===== src/rtl/mem_wb_stage.sv =====
// ---------------------------------------------------------------------------
// mem_wb_stage
//   Memory/writeback stage of the in-order RV32I pipeline. It takes the
//   registered execute results. A load/store is turned into a data-memory
//   request that is held stable until dmem_resp_i, and upstream is stalled
//   meanwhile. Load data is aligned and extended, and a registered
//   register-file write is produced.
//
// Ports
//   clk_i, rst_n_i        clock (rising edge), async active-low reset
//   valid_i .. rd_wr_i    execute-stage result and memory request fields
//   ready_o               1 = stage can accept (IDLE), 0 = stall upstream
//   dmem_addr_o/rmask_o/wmask_o/wdata_o
//                         data-memory request, nonzero only while BUSY
//   dmem_rdata_i, dmem_resp_i
//                         memory read data and one-cycle response strobe
//   rd_wr_o, rd_addr_o, rd_wdata_o
//                         registered register-file write (rd_wr_o is a pulse)
//   commit_o              one-cycle pulse per retired instruction
//   stall_cnt_o           saturating count of cycles spent waiting in BUSY
// ---------------------------------------------------------------------------
module mem_wb_stage #(
   parameter int STALL_CNT_W = 32
) (
   input  logic                   clk_i,
   input  logic                   rst_n_i,
   input  logic                   valid_i,
   input  logic                   load_i,
   input  logic                   store_i,
   input  logic [2:0]             funct3_i,
   input  logic [31:0]            alu_result_i,
   input  logic [31:0]            dmem_wdata_i,
   input  logic [3:0]             dmem_rmask_i,
   input  logic [3:0]             dmem_wmask_i,
   input  logic [4:0]             rd_addr_i,
   input  logic                   rd_wr_i,
   output logic                   ready_o,
   output logic [31:0]            dmem_addr_o,
   output logic [3:0]             dmem_rmask_o,
   output logic [3:0]             dmem_wmask_o,
   output logic [31:0]            dmem_wdata_o,
   input  logic [31:0]            dmem_rdata_i,
   input  logic                   dmem_resp_i,
   output logic                   rd_wr_o,
   output logic [4:0]             rd_addr_o,
   output logic [31:0]            rd_wdata_o,
   output logic                   commit_o,
   output logic [STALL_CNT_W-1:0] stall_cnt_o
);

   typedef enum logic {IDLE, BUSY} state_e;

   // RV32I load funct3 encodings
   localparam logic [2:0] F3_LB  = 3'b000;
   localparam logic [2:0] F3_LH  = 3'b001;
   localparam logic [2:0] F3_LW  = 3'b010;
   localparam logic [2:0] F3_LBU = 3'b100;
   localparam logic [2:0] F3_LHU = 3'b101;

   state_e                 state_q, state_d;
   logic [31:0]            addr_q, addr_d;
   logic [3:0]             rmask_q, rmask_d;
   logic [3:0]             wmask_q, wmask_d;
   logic [31:0]            wdata_q, wdata_d;
   logic [2:0]             funct3_q, funct3_d;
   logic [1:0]             offset_q, offset_d;
   logic [4:0]             req_rd_q, req_rd_d;
   logic                   req_wr_q, req_wr_d;
   logic                   load_q, load_d;
   logic                   rd_wr_q, rd_wr_d;
   logic [4:0]             rd_addr_q, rd_addr_d;
   logic [31:0]            rd_wdata_q, rd_wdata_d;
   logic                   commit_q, commit_d;
   logic [STALL_CNT_W-1:0] stall_cnt_q, stall_cnt_d;

   logic        accept;
   logic        is_mem;
   logic        mem_req;
   logic        busy;
   logic [31:0] load_data;
   logic        load_ok;
   logic [7:0]  sel_byte;
   logic [15:0] sel_half;

   assign busy    = (state_q == BUSY);
   assign ready_o = (state_q == IDLE);
   assign accept  = valid_i && ready_o;
   assign is_mem  = load_i || store_i;
   assign mem_req = is_mem && ((dmem_rmask_i | dmem_wmask_i) != 4'b0000);

   // Gated by state so that an async reset drops the request immediately.
   assign dmem_addr_o  = busy ? addr_q  : 32'h0;
   assign dmem_rmask_o = busy ? rmask_q : 4'h0;
   assign dmem_wmask_o = busy ? wmask_q : 4'h0;
   assign dmem_wdata_o = busy ? wdata_q : 32'h0;

   assign rd_wr_o     = rd_wr_q;
   assign rd_addr_o   = rd_addr_q;
   assign rd_wdata_o  = rd_wdata_q;
   assign commit_o    = commit_q;
   assign stall_cnt_o = stall_cnt_q;

   // Load alignment: pick the addressed byte/half, then extend per funct3.
   always_comb begin
      // NOTE: every always_comb output gets a default first, so no path can infer a latch.
      sel_byte  = dmem_rdata_i[{offset_q, 3'b000} +: 8];
      sel_half  = offset_q[1] ? dmem_rdata_i[31:16] : dmem_rdata_i[15:0];
      load_data = 32'h0;
      load_ok   = 1'b1;
      case (funct3_q)
         F3_LB:   load_data = {{24{sel_byte[7]}}, sel_byte};
         F3_LBU:  load_data = {24'h0, sel_byte};
         F3_LH:   load_data = {{16{sel_half[15]}}, sel_half};
         F3_LHU:  load_data = {16'h0, sel_half};
         F3_LW:   load_data = dmem_rdata_i;
         default: load_ok   = 1'b0;
      endcase
   end

   always_comb begin
      state_d     = state_q;
      addr_d      = addr_q;
      rmask_d     = rmask_q;
      wmask_d     = wmask_q;
      wdata_d     = wdata_q;
      funct3_d    = funct3_q;
      offset_d    = offset_q;
      req_rd_d    = req_rd_q;
      req_wr_d    = req_wr_q;
      load_d      = load_q;
      rd_wr_d     = 1'b0;
      rd_addr_d   = rd_addr_q;
      rd_wdata_d  = rd_wdata_q;
      commit_d    = 1'b0;
      stall_cnt_d = stall_cnt_q;

      case (state_q)
         IDLE: begin
            if (accept) begin
               if (mem_req) begin
                  addr_d   = {alu_result_i[31:2], 2'b00};
                  rmask_d  = dmem_rmask_i;
                  wmask_d  = dmem_wmask_i;
                  wdata_d  = dmem_wdata_i;
                  funct3_d = funct3_i;
                  offset_d = alu_result_i[1:0];
                  req_rd_d = rd_addr_i;
                  req_wr_d = rd_wr_i;
                  load_d   = load_i;
                  state_d  = BUSY;
               end else if (is_mem) begin
                  // Memory op with empty masks retires without writing rd.
                  commit_d = 1'b1;
               end else begin
                  commit_d   = 1'b1;
                  rd_wr_d    = rd_wr_i && (rd_addr_i != 5'd0);
                  rd_addr_d  = rd_addr_i;
                  rd_wdata_d = alu_result_i;
               end
            end
         end
         BUSY: begin
            if (dmem_resp_i) begin
               state_d  = IDLE;
               commit_d = 1'b1;
               if (load_q) begin
                  rd_addr_d  = req_rd_q;
                  rd_wdata_d = load_data;
                  rd_wr_d    = load_ok && req_wr_q && (req_rd_q != 5'd0);
               end
            end else if (stall_cnt_q != {STALL_CNT_W{1'b1}}) begin
               stall_cnt_d = stall_cnt_q + STALL_CNT_W'(1);
            end
         end
         default: state_d = IDLE;
      endcase
   end

   // NOTE: the held request registers are reset along with the state so an
   // abandoned request leaves nothing stale behind for the next one.
   always_ff @(posedge clk_i or negedge rst_n_i) begin
      if (!rst_n_i) begin
         state_q     <= IDLE;
         addr_q      <= '0;
         rmask_q     <= '0;
         wmask_q     <= '0;
         wdata_q     <= '0;
         funct3_q    <= '0;
         offset_q    <= '0;
         req_rd_q    <= '0;
         req_wr_q    <= 1'b0;
         load_q      <= 1'b0;
         rd_wr_q     <= 1'b0;
         rd_addr_q   <= '0;
         rd_wdata_q  <= '0;
         commit_q    <= 1'b0;
         stall_cnt_q <= '0;
      end else begin
         // NOTE: non-blocking assignments so every register samples pre-edge values.
         state_q     <= state_d;
         addr_q      <= addr_d;
         rmask_q     <= rmask_d;
         wmask_q     <= wmask_d;
         wdata_q     <= wdata_d;
         funct3_q    <= funct3_d;
         offset_q    <= offset_d;
         req_rd_q    <= req_rd_d;
         req_wr_q    <= req_wr_d;
         load_q      <= load_d;
         rd_wr_q     <= rd_wr_d;
         rd_addr_q   <= rd_addr_d;
         rd_wdata_q  <= rd_wdata_d;
         commit_q    <= commit_d;
         stall_cnt_q <= stall_cnt_d;
      end
   end

endmodule


===== config.mk =====
export PLATFORM = sky130hd
export DESIGN_NAME = mem_wb_stage
export DESIGN_NICKNAME = d
export VERILOG_FILES = /design/src/rtl/mem_wb_stage.sv
export SDC_FILE = /design/constraint.sdc
export NUM_CORES = 1
export LEC_CHECK = 0
export BUFFER_PORTS_ARGS = -buffer_cell sky130_fd_sc_hd__buf_2
export CORE_ASPECT_RATIO = 0.8
export CORE_MARGIN = 10
export CORE_UTILIZATION = 29
export CTS_BUF_LIST = sky130_fd_sc_hd__clkbuf_8
export DETAILED_ROUTE_END_ITERATION = 7
export PLACE_DENSITY_LB_ADDON = 0.08
export SLEW_MARGIN = 20
export SYNTH_ARGS = -nofsm -noshare
export SYNTH_HDL_FRONTEND = slang
export SYNTH_SLANG_ARGS = --single-unit

===== constraint.sdc =====
create_clock -name clk_i -period 2.13 [get_ports clk_i]
set_input_delay 0 -clock clk_i [delete_from_list [all_inputs] [get_ports clk_i]]
set_output_delay 0 -clock clk_i [all_outputs]
set_load 0.01 [all_outputs]

==> results.md <==
- Largest net degree at the start of global routing: 60
- Sink Count: 154
- Fin crit period: 2.01 ns
- Finished Cell Area: 10900 um2
- Startpoint types: register
- VDD IR max: 0.421 mV
- Area growth syn-to-layout: 49.6%
- Ports: 263
- Number of flops mapped to enable cells by yosys: 0
- Die Width: 198 um
- Final core occ: 0.445
- Async SR Flop Fraction: 1.00
- Critical path capture point type: register
- Starting DRC count in detailed routing: 402
- Core Region: 24600 um2
- RSZ-0062 raised after global routing: no
- Crit-path max FO: 8
- Post-synth top area cell: dfrtp_1
- Logic pwr share: 0.315
- Final hold vios: 0
- Top-area cell type share of the netlist area: 0.527
- Final period util: 0.945
- Starting Density: 0.298
- Net Switching: 3280 uW
- Total Nets Final: 1156
- Vias in the first global route: 6860
- CTS Root Cell: clkbuf_8
- Placed Instances: 1215
- Sw Ratio: 0.332
- Final setup fails: 0
- GP Congestion: 0.798
- TNS Setup: 0 ns
- Fmax: 497 MHz
- CTS tree: built
- Hold Path Class: input pin to register
- Cell area after synthesis: 7320 um2
- Top post-synthesis cells by area: dfrtp_1, mux2_2, and2_1
- Setup Skew: 0.0169 ns
- ANT nets after route: 0
- IO Port Bufs: 260
- Clk_lat worst skew: 0.46 ns
- WL per Instance: 19.6 um
- CTS H-Tree Depth: 4
- Part of the power in registers: 0.421
- Layout cells sized above 1: 0.420
- Routed wire length: 26800 um
- Cells after Synth: 637
- Worst EP required: 2.48 ns
- Worst-path clk slew: 0.09 ns
- Clk buf depth: 2
- Antenna violations before repair: 2
- Clk network pwr share: 0.264
- Fin. max-slew vios: 0
- 1st-pass router iterations: 6
- Top FF cell, synth: dfrtp_1
- Seq cells post-synth: 154
- Post-DR vias/cell: 4.73
- Fillers: 2349
- Mean Syn Cell Area: 11.5 um2
- PD cells: 903 nW/um2
- Slew HR: 0.582
- Drc violations: 0
- Max Cap Viol: 0
- First-pass GRT wire length: 41700 um
- Pint: 6600 uW
- CP Data Arrival Time: 2.36 ns
- DIE AREA: 32000 um2
- Row count: 51
- Area of placed instances: 9220 um2
- Status: complete, no violations
- TritonCTS Buffers: 17
- Most common cell in the netlist: dfrtp_1
- Sequential area share after synthesis: 0.527
- Commonest cells in the netlist: dfrtp_1, mux2_2, and2_1, nand2_1, a221oi_1
- Cell variety after synth: 47
- Gr ovfl total: 0
- Static leakage: 0.00521 uW
- Yosys warning count: 0
- Tot GR Track Use: 0.167
- Post-DP HPWL: 19700 um
- Via Count: 6477
- Setup CP Type: register to register
- Post-Layout Cell Count: 1369
- Die height: 162 um
- Slew @ Worst Pin: 0.625 ns
## metrics by stage
| step | total power (uW) | hold WS [ns] | setup WS, ns |
|---|---|---|---|
| after global placement | 7170 | -0.0376 | 0.0253 |
| after global routing | 10500 | 0.0578 | 0.00131 |
| after CTS | 10000 | 0.00145 | 0.00221 |
| after floorplan | 5750 | -0.296 | 0.225 |
| after detailed placement | 7190 | -0.0392 | -0.0179 |
| final | 9880 | 0.0648 | 0.117 |
## critical path, stage by stage, from the launching register on
cell     delay [ns]
dfrtp_1        0.46
nand3_2        0.20
or3_4          0.41
nor4_4         0.26
buf_4          0.19
nand4_1        0.10
mux2_2         0.28
## kinds of logic after synthesis
family | synth area share
simple gates | 0.184
flops | 0.527
mux | 0.153
compound gates | 0.0775
buf+inv | 0.0246
xor+xnor | 0.0323
fa+ha+maj | 0.00171
other cells | 0.000513
## state kept, by name, indices dropped and copies added, names as in the netlist
name,cells
rd_wr_o,1
req_wr_q,1
addr_q,30
wdata_q,32
stall_cnt_o,32
offset_q,2
req_rd_q,5
load_q,1
wmask_q,4
funct3_q,3
rmask_q,4
rd_addr_o,5
rd_wdata_o,32
commit_o,1
busy,1
## power groups by stage
stage	clock network, uW	logic [uW]	registers (uW)
5_1_grt	2830	3430	4270
3_3_place_gp	0	2950	4230
4_1_cts	2720	3160	4170
6_report	2610	3110	4160
2_1_floorplan	0	1490	4260
3_5_place_dp	0	2970	4220
## layout make-up
class	instances	area (um2)	area share
timing repair buffer	416	2840	0.259
multi-input combinational	442	3360	0.307
clock inverter	12	188	0.0172
inverter	5	20.0	0.00183
tap	318	398	0.0364
clock buffer	20	275	0.0252
sequential	154	3860	0.353
antenna	2	5.00	0.000457
## layer usage
metal | vias to the layer above | wire (um) | track usage
met3 | 15 | 2160 | 0.0584
met4 | 0 | 259 | 0.0401
met2 | 224 | 11400 | 0.237
met1 | 3137 | 13000 | 0.235
li1 | 3101 | - | -
met5 | - | 0 | 0
## cell usage in the layout (no fill, tap or decap), types with 16 or more instances in the layout
cell type      netlist  final
dfrtp_1            154    153
dlygate4sd3_1        0    117
and2_1              72     71
mux2_2              91     91
nor3b_1             17     17
nor2_1              16     16
buf_2               12    259
clkbuf_8             0     20
nand2_1             70     70
a221oi_1            24     24
buf_4                2     33
## path summary, 6_finish.rpt
path	start	to	slack, ns	depth (start not counted)
worst max register to register	stall_cnt_o[12]	stall_cnt_o[30]	0.12	6
worst max-delay path	stall_cnt_o[12]	stall_cnt_o[30]	0.12	6
worst min register to register	rd_wdata_o[3]	rd_wdata_o[3]	0.49	2
worst min-delay path	dmem_rdata_i[7]	rd_wdata_o[7]	0.06	4
min in group asynchronous	rst_n_i	rd_wdata_o[15]	0.07	2
max in group asynchronous	rst_n_i	wdata_q[6]	1.38	3
## repair_timing
action / in CTS / in global routing
endpoints found under the hold margin: 275 / 0
pin swaps: 0 / 3
hold buffers: 117 / 0
endpoints found under the setup margin: 5 / 27
gates resized for setup: 3 / 8
buffers inserted: 0 / 3
No activity file was read; power rests on OpenSTA's default activity.
